<file path="config.mk">
export PLATFORM = sky130hd
export DESIGN_NAME = spi_request_arbiter
export DESIGN_NICKNAME = d
export VERILOG_FILES = /design/src/rtl/spi_arb_pkg.sv /design/src/rtl/rr_arbiter.sv /design/src/rtl/spi_request_arbiter.sv
export SDC_FILE = /design/constraint.sdc
export NUM_CORES = 1
export LEC_CHECK = 0
export ABC_AREA = 1
export ABC_CLOCK_PERIOD_IN_PS = 2800
export CAP_MARGIN = 15
export CORE_MARGIN = 2
export CORE_UTILIZATION = 30
export DETAILED_ROUTE_END_ITERATION = 10
export PLACE_DENSITY = 0.59
export SKIP_LAST_GASP = 1
export SLEW_MARGIN = 30
export SYNTH_ARGS = -nofsm -noshare
export SYNTH_HDL_FRONTEND = slang
export SYNTH_SLANG_ARGS = --single-unit
</file>
<file path="constraint.sdc">
create_clock -name clk -period 2.8 [get_ports clk]
set_input_delay 0.56 -clock clk [delete_from_list [all_inputs] [get_ports clk]]
set_output_delay 0.56 -clock clk [all_outputs]
set_load 0.005 [all_outputs]
</file>
<file path="src/rtl/spi_arb_pkg.sv">
// Shared constants for the SPI request arbiter: FSM state encoding,
// operation codes and a small state-classification helper.
package spi_arb_pkg;

    localparam int STATE_W = 2;

    localparam logic [1:0] ST_IDLE  = 2'd0;
    localparam logic [1:0] ST_START = 2'd1;
    localparam logic [1:0] ST_WAIT  = 2'd2;
    localparam logic [1:0] ST_RESP  = 2'd3;

    localparam logic OP_WRITE = 1'b0;
    localparam logic OP_READ  = 1'b1;

    // The arbiter is busy whenever a transaction is in flight.
    function automatic logic is_busy_state(input logic [STATE_W-1:0] st);
        return (st != ST_IDLE);
    endfunction

endpackage

</file>
<file path="src/rtl/rr_arbiter.sv">
// Combinational round-robin selector: the search starts one past the last
// granted index and wraps, so the most recently served requester has the
// lowest priority.
module rr_arbiter #(
    parameter int NUM_REQ = 4,
    parameter int IDX_W   = 2
) (
    input  logic [NUM_REQ-1:0] req,
    input  logic [IDX_W-1:0]   last_grant,
    output logic [NUM_REQ-1:0] grant,
    output logic [IDX_W-1:0]   grant_idx,
    output logic               grant_valid
);

    logic [IDX_W-1:0] cand_s;

    // Walk the requesters in rotated order and pick the first one pending.
    always_comb begin
        grant       = '0;
        grant_idx   = '0;
        grant_valid = 1'b0;
        cand_s      = '0;
        for (int off = 1; off <= NUM_REQ; off++) begin
            cand_s = IDX_W'((int'(last_grant) + off) % NUM_REQ);
            if (!grant_valid && req[cand_s]) begin
                grant_valid   = 1'b1;
                grant_idx     = cand_s;
                grant[cand_s] = 1'b1;
            end else begin
                grant_valid = grant_valid;
            end
        end
    end

endmodule

</file>
<file path="src/rtl/spi_request_arbiter.sv">
// Arbitrates several requesters onto a single SPI master. One transaction
// runs at a time: grant in IDLE, one-cycle start pulse, wait for the master
// (bounded by a timeout), then a one-cycle response to the granted requester.
module spi_request_arbiter
    import spi_arb_pkg::*;
#(
    parameter int NUM_REQ        = 4,
    parameter int OUT_WIDTH      = 16,
    parameter int IN_WIDTH       = 8,
    parameter int SS_WIDTH       = 2,
    parameter int TIMEOUT_CYCLES = 1024
) (
    input  logic                          clk,
    input  logic                          rst_n,
    input  logic [NUM_REQ-1:0]            req_valid,
    output logic [NUM_REQ-1:0]            req_ready,
    input  logic [NUM_REQ*SS_WIDTH-1:0]   req_slave,
    input  logic [NUM_REQ-1:0]            req_op,
    input  logic [NUM_REQ*OUT_WIDTH-1:0]  req_wdata,
    output logic [NUM_REQ-1:0]            rsp_valid,
    output logic [IN_WIDTH-1:0]           rsp_rdata,
    output logic                          rsp_timeout,
    output logic                          busy,
    output logic                          spi_start,
    output logic [SS_WIDTH-1:0]           spi_slave,
    output logic                          spi_operation,
    output logic [OUT_WIDTH-1:0]          spi_wdata,
    input  logic                          spi_end_of_transaction,
    input  logic [IN_WIDTH-1:0]           spi_rdata
);

    localparam int IDX_W = (NUM_REQ > 1) ? $clog2(NUM_REQ) : 1;
    localparam int CNT_W = (TIMEOUT_CYCLES > 1) ? $clog2(TIMEOUT_CYCLES) : 1;

    logic [STATE_W-1:0]   state_r;
    logic [STATE_W-1:0]   state_s;
    logic [IDX_W-1:0]     last_grant_r;
    logic [IDX_W-1:0]     gnt_idx_r;
    logic [NUM_REQ-1:0]   gnt_onehot_r;
    logic [CNT_W-1:0]     counter_r;
    logic                 terminal_s;

    logic [NUM_REQ-1:0]   arb_grant_s;
    logic [IDX_W-1:0]     arb_idx_s;
    logic                 arb_valid_s;

    logic [SS_WIDTH-1:0]  sel_slave_s;
    logic                 sel_op_s;
    logic [OUT_WIDTH-1:0] sel_wdata_s;

    logic [NUM_REQ-1:0]   rsp_valid_r;
    logic [IN_WIDTH-1:0]  rsp_rdata_r;
    logic                 rsp_timeout_r;
    logic                 busy_r;
    logic                 spi_start_r;
    logic [SS_WIDTH-1:0]  spi_slave_r;
    logic                 spi_operation_r;
    logic [OUT_WIDTH-1:0] spi_wdata_r;

    rr_arbiter #(
        .NUM_REQ (NUM_REQ),
        .IDX_W   (IDX_W)
    ) u_rr_arbiter (
        .req         (req_valid),
        .last_grant  (last_grant_r),
        .grant       (arb_grant_s),
        .grant_idx   (arb_idx_s),
        .grant_valid (arb_valid_s)
    );

    assign terminal_s = (counter_r == CNT_W'(TIMEOUT_CYCLES - 1));

    // Route the winning requester's transaction fields for latching.
    always_comb begin
        sel_slave_s = '0;
        sel_op_s    = OP_WRITE;
        sel_wdata_s = '0;
        for (int i = 0; i < NUM_REQ; i++) begin
            if (arb_idx_s == IDX_W'(i)) begin
                sel_slave_s = req_slave[i*SS_WIDTH +: SS_WIDTH];
                sel_op_s    = req_op[i];
                sel_wdata_s = req_wdata[i*OUT_WIDTH +: OUT_WIDTH];
            end else begin
                sel_op_s = sel_op_s;
            end
        end
    end

    // Next-state decode; end_of_transaction is checked before the timeout so
    // it wins when both land in the same cycle, and is ignored outside WAIT.
    always_comb begin
        state_s = state_r;
        case (state_r)
            ST_IDLE: begin
                if (arb_valid_s) begin
                    state_s = ST_START;
                end else begin
                    state_s = ST_IDLE;
                end
            end
            ST_START: state_s = ST_WAIT;
            ST_WAIT: begin
                if (spi_end_of_transaction || terminal_s) begin
                    state_s = ST_RESP;
                end else begin
                    state_s = ST_WAIT;
                end
            end
            ST_RESP: state_s = ST_IDLE;
            default: state_s = ST_IDLE;
        endcase
    end

    // Grant acceptance is a same-cycle handshake in IDLE, forced low in reset.
    always_comb begin
        if (rst_n && (state_r == ST_IDLE)) begin
            req_ready = arb_grant_s;
        end else begin
            req_ready = '0;
        end
    end

    // State, grant bookkeeping, timeout counter and registered outputs.
    always_ff @(posedge clk) begin
        if (!rst_n) begin
            state_r         <= ST_IDLE;
            last_grant_r    <= IDX_W'(NUM_REQ - 1);
            gnt_idx_r       <= '0;
            gnt_onehot_r    <= '0;
            counter_r       <= '0;
            rsp_valid_r     <= '0;
            rsp_rdata_r     <= '0;
            rsp_timeout_r   <= 1'b0;
            busy_r          <= 1'b0;
            spi_start_r     <= 1'b0;
            spi_slave_r     <= '0;
            spi_operation_r <= 1'b0;
            spi_wdata_r     <= '0;
        end else begin
            state_r     <= state_s;
            busy_r      <= is_busy_state(state_s);
            spi_start_r <= (state_s == ST_START);
            case (state_r)
                ST_IDLE: begin
                    if (arb_valid_s) begin
                        gnt_idx_r       <= arb_idx_s;
                        gnt_onehot_r    <= arb_grant_s;
                        spi_slave_r     <= sel_slave_s;
                        spi_operation_r <= sel_op_s;
                        spi_wdata_r     <= sel_wdata_s;
                    end
                end
                ST_START: begin
                    counter_r <= '0;
                end
                ST_WAIT: begin
                    if (spi_end_of_transaction) begin
                        rsp_valid_r   <= gnt_onehot_r;
                        rsp_timeout_r <= 1'b0;
                        rsp_rdata_r   <= (spi_operation_r == OP_READ) ? spi_rdata : '0;
                    end else if (terminal_s) begin
                        rsp_valid_r   <= gnt_onehot_r;
                        rsp_timeout_r <= 1'b1;
                        rsp_rdata_r   <= '0;
                    end else begin
                        counter_r <= counter_r + CNT_W'(1);
                    end
                end
                ST_RESP: begin
                    last_grant_r  <= gnt_idx_r;
                    rsp_valid_r   <= '0;
                    rsp_timeout_r <= 1'b0;
                    rsp_rdata_r   <= '0;
                end
                default: begin
                    rsp_valid_r <= '0;
                end
            endcase
        end
    end

    assign rsp_valid     = rsp_valid_r;
    assign rsp_rdata     = rsp_rdata_r;
    assign rsp_timeout   = rsp_timeout_r;
    assign busy          = busy_r;
    assign spi_start     = spi_start_r;
    assign spi_slave     = spi_slave_r;
    assign spi_operation = spi_operation_r;
    assign spi_wdata     = spi_wdata_r;

endmodule

</file>
# Word-level counts from Yosys, hierarchy flattened
# Cells that the tools add are included.
[totals]
regBits = 54
elab_cells = 117
[classes]
add_sub_neg = 5
order_cmp = 8
eq_ne = 11
n_mux = 57
bitwise_logic = 3
reduce_logical = 20
[op_table]
columns = ["op", "n"]
rows = [
  ["$mux 16", 4],
  ["$mux 4", 7],
  ["$mux 8", 3],
  ["$mux 1", 20],
  ["$mux 10", 2],
  ["$pmux 10 s2", 1],
  ["$mux 2", 8],
  ["$pmux 8 s2", 1],
  ["$lt 2x3->1 const B", 4],
  ["$or 4x4->4", 3],
  ["$add 10x1->10 const B", 1],
  ["$eq 10x10->1 const B", 1],
  ["$bmux 1 s2", 4],
  ["$demux 1 s2", 4],
  ["$eq 2x2->1 const B", 4],
  ["$ge 2x1->1 const B", 4],
  ["$logic_and 1x1->1", 8],
  ["$pmux 2 s4", 1],
  ["$pmux 4 s2", 1],
  ["$eq 2x1->1 const B", 3],
  ["$reduce_bool 2->1", 3],
  ["$add 2x1->2 const B", 2],
  ["$add 2x2->2 const B", 2],
  ["$logic_not 2->1", 2],
  ["other kinds (7)", 11],
]

# Logic depth before layout (Yosys ltp)
[logic_depth]
depth_word = 18
mapped_depth = 17
ltp_nobuf = 15

# Modules after synthesis
# Synthesis repeated with hierarchy kept, for this count alone.
[hier_totals]
cells_unflattened = 516
hier_area_um2 = 3493.4
[modules_own_cells]
columns = ["module", "n_inst", "cells_each", "area_each_um2", "seq_area_each_um2"]
rows = [
  ["spi_request_arbiter", 1, 435, 2957.8, 1081.0],
  ["rr_arbiter", 1, 81, 535.5, 0.0],
]

# Worst setup path before layout
# No wires, ideal clock.
[synth_path]
path_type = "reg-to-output"
start = "register last_grant_r[1]"
end = "output req_ready[0]"
t_arrival_ps = 1852
slack_ps = 388
path_stages_with_launch = 11
path_cell_list = "dfxtp_1 > inv_1 > ha_1 > inv_1 > nand3_2 > nand2_4 > nor2_4 > nand3_1 > o221ai_1 > nand2_1 > inv_1"
[synth_between]
elab_chain_len = 14
word_cells_on_any_way = 49
cone_classes = "4 x add/sub; 8 x order compare; 24 x mux; 3 x bitwise; 10 x reduce/logical"
[synth_lines]
columns = ["element", "line", "rtl"]
rows = [
  ["start: declaration", "spi_request_arbiter.sv:37", "logic [IDX_W-1:0] last_grant_r;"],
  ["start signal: assignment", "spi_request_arbiter.sv:127", "last_grant_r <= IDX_W'(NUM_REQ - 1);"],
  ["start signal: assignment", "spi_request_arbiter.sv:170", "last_grant_r <= gnt_idx_r;"],
  ["parallel branches: the longest is 12 deep, another holds $lt 2x3->1", "--", ""],
  ["$mux 4 (*)", "rr_arbiter.sv:25", "if (!grant_valid && req[cand_s]) begin"],
  ["$mux 4 (*)", "spi_request_arbiter.sv:116", "if (rst_n && (state_r == ST_IDLE)) begin"],
  ["end: declaration", "spi_request_arbiter.sv:16", "output logic [NUM_REQ-1:0] req_ready,"],
]
# Every way passes the cells marked *. The select of a mux whose other input is x is not followed.

# Worst setup path in the final report
[layout_path]
start = "register last_grant_r[0]"
end = "output req_ready[2]"
# Same word-level chain as after synthesis.

==> flow_metrics.env <==
export IMPL_async_flop_share=0
export IMPL_syn_inst=546
export IMPL_final_nets=793
export IMPL_r2r_start="last_grant_r[1]"
export IMPL_clock_latency_ns=0.30
export IMPL_synth_top_area_cell="dfxtp_1"
export IMPL_tightest_slew_ns=0.771
export IMPL_first_pass_iters=4
export IMPL_fin_crit_sh=1.04
export IMPL_drc=0
export IMPL_maxCapViolations=0
export IMPL_vias_per_cell=4.59
export IMPL_routed_wl_mm=10.5
export IMPL_min_path_type="flop to flop"
export IMPL_r2r_end="spi_wdata[12]"
export IMPL_die_h_um=112
export IMPL_grt_pass1_vias=3824
export IMPL_fmax_mhz=343
export IMPL_n_fill_cell=1180
export IMPL_diodes=0
export IMPL_cts_root_buf="clkbuf_16"
export IMPL_wl_per_cell_um=12.6
export IMPL_skew_ns=0.0129
export IMPL_holdPathEnd="rsp_valid[2]"
export IMPL_grt_setup_unrepaired="true"
export IMPL_dpl_hpwl_mm=8.06
export IMPL_hold_viol=0
export IMPL_worstPathMaxFanout=4
export IMPL_synth_edf_count=0
export IMPL_ir_drop_uv=357
export IMPL_p_int_mw=2.68
export IMPL_grt_pass1_wl_mm=17.6
export IMPL_synth_area_top_cells="dfxtp_1, nand2_1, nand3_1"
export IMPL_placed_cell_area_um2=5030
export IMPL_cts_tree="built"
export IMPL_yosys_cell_count_top_type="nand2_1"
export IMPL_place_congestion=0.840
export IMPL_clk_path_buf_depth=2
export IMPL_avgSynthCellArea_um2=6.38
export IMPL_drt_iter0_drc=193
export IMPL_clock_sinks=54
export IMPL_power_density_nw_per_um2=869
export IMPL_yosysUniqueCellTypes=30
export IMPL_setup_violations=2
export IMPL_p_clk_frac=0.157
export IMPL_power_mw=4.62
export IMPL_hold_depth=2
export IMPL_syn_num_nets=651
export IMPL_end_kind="output port"
export IMPL_rrSetupSlack_ns=0.37
export IMPL_detail_route_antenna_nets=0
export IMPL_holdBufCountCts=0
export IMPL_power_leakage_nw=2.44
export IMPL_antenna_found_initial=0
export IMPL_instances_no_fill=832
export IMPL_synthTopCellsByCount="nand2_1, inv_1, nand3_1"
export IMPL_via_count=3823
export IMPL_drive_gt1_frac=0.110
export IMPL_final_area_um2=5320
export IMPL_p_sw_mw=1.94
export IMPL_yosys_warnings=0
export IMPL_synth_seq_area_share=0.310
export IMPL_syn_to_final_growth_pct=52.8
export IMPL_arrival_ns=2.36
export IMPL_synth_flop_cell="dfxtp_1"
export IMPL_power_frac_seq=0.251
export IMPL_start_util=0.306
export IMPL_clk_pin_slew_ns=0.08
export IMPL_synth_seq_cells=54
export IMPL_combinationalPowerShare=0.592
export IMPL_report_final_slew_viol_count=0
export IMPL_swShare=0.419
export IMPL_grt_max_degree=36
export IMPL_finalCriticalPeriod_ns=2.92
export IMPL_grt_overflow_total=0
export IMPL_setup_ws_ns=-0.119
export IMPL_dp_cells=822
export IMPL_rows=39
export IMPL_dieArea_um2=12500
export IMPL_syn_area_um2=3480
export IMPL_worst_setup_path_start_kind="flop"
export IMPL_h_tree_depth=2
export IMPL_port_buffers=128
export IMPL_min_from="gnt_onehot_r[2]"
export IMPL_netlist_area_leader_share=0.310
export IMPL_relSlewSlack=0.486
export IMPL_crit_required_ns=2.24
export IMPL_ioPinCount=129
export IMPL_grt_usage=0.170
export IMPL_violations="setup timing"
export IMPL_coreArea_um2=11400
export IMPL_status="finished with violations"
export IMPL_critical_path_class="flop to output port"
export IMPL_cts_buffers=5
export IMPL_reg2regPathDepth=15
export IMPL_fp_dieW_um=112
sequential cells by signal, summed over array words and instances (netlist names):
register       cells
spi_wdata         16
counter_r         10
rsp_rdata          8
gnt_onehot_r       4
rsp_valid          4
gnt_idx_r          2
last_grant_r       2
spi_slave          2
state_r            2
busy               1
rsp_timeout        1
spi_operation      1
spi_start          1
per-stage QoR:
step	hold WS, ns	setup TNS (ns)	setup slack (ns)	utilization
2_1_floorplan	0.435	0	0.388	-
3_3_place_gp	0.452	-0.884	-0.223	0.442
3_5_place_dp	0.456	-1.24	-0.305	0.442
4_1_cts	0.468	-0.191	-0.0686	0.464
5_1_grt	0.489	-0.469	-0.187	0.468
6_report	0.465	-0.203	-0.119	0.468
per-layer routing:
metal  up-vias  wire, µm  track usage
li1       2011         -            -
met1      1687      4410        0.195
met2       114      5090        0.305
met3        11       820       0.0506
met4         0       138       0.0494
met5         -         0            0
logic make-up (layout without fill, tap and decap cells):
logic type / after synthesis / after routing / share of synthesized area
buf+inv: 103 / 246 / 0.130
xor+xnor: 1 / 1 / 0.00252
compound gates: 75 / 75 / 0.116
fa+ha+maj: 14 / 14 / 0.0503
simple gates: 299 / 299 / 0.391
flops: 54 / 54 / 0.310
area by class of cell:
cell class	instances	area, µm²	area share
Sequential cell	54	1090	0.204
Timing Repair Buffer	157	1520	0.286
Tap cell	143	179	0.0336
Clock inverter	3	47.5	0.00893
Clock buffer	5	125	0.0235
Multi-Input combinational cell	389	2050	0.385
Inverter	81	309	0.0581
cell usage in the layout (no fill, tap or decap), types with 2 or more instances in the layout:
master,instances
clkdlybuf4s50_1,122
a22oi_1,2
a21oi_1,39
nand3_2,2
o221ai_2,2
nor2_4,3
ha_1,13
nor2_8,2
a22oi_2,2
o21ai_1,2
o21ai_0,23
nand2_1,137
inv_6,2
nand2_2,8
dlygate4sd2_1,5
nand2_4,5
nor2_1,58
nor2_2,4
nor3_1,5
nand3_4,2
inv_2,2
nand3_1,69
clkbuf_16,5
nand4_1,4
o221ai_4,2
buf_12,2
buf_4,26
inv_1,78
dfxtp_1,52
power by group through the flow:
stage	logic (mW)	clock network [mW]	registers (mW)
after global routing	3.10	0.771	1.19
after CTS	2.73	0.748	1.16
after global placement	2.64	0	1.16
final	2.74	0.726	1.16
after floorplan	1.61	0	1.17
after detailed placement	2.66	0	1.17
worst max-delay path, stage by stage, from the launching register on:
cell	delay (ns)
dfxtp_4	0.37
inv_6	0.04
ha_4	0.23
buf_4	0.15
nand2_4	0.07
nand2_4	0.06
nor2_4	0.18
nand3_4	0.14
o221ai_2	0.20
nand2_1	0.07
inv_1	0.05
clkdlybuf4s50_1	0.49
what timing repair did:
item / 4_1_cts / 5_1_grt
pin swaps: 5 / 3
endpoints found under the hold margin: 0 / 0
resized for setup: 21 / 7
buffers inserted: 1 / 1
endpoints found under the setup margin: 4 / 3
cloned: 0 / 0
worst max path at each step:
| stage | from | depth (start not counted) | endpoint | slack, ns |
|---|---|---|---|---|
| 2_1_floorplan | last_grant_r[1] | 10 | req_ready[0] | 0.39 |
| 3_3_place_gp | req_valid[3] | 11 | req_ready[2] | -0.22 |
| 3_5_place_dp | req_valid[0] | 11 | req_ready[3] | -0.30 |
| 4_1_cts | last_grant_r[0] | 11 | req_ready[1] | -0.07 |
| 5_1_grt | last_grant_r[0] | 11 | req_ready[2] | -0.19 |
| 6_report | last_grant_r[0] | 11 | req_ready[2] | -0.12 |
Power figures use the tool's default switching activity.
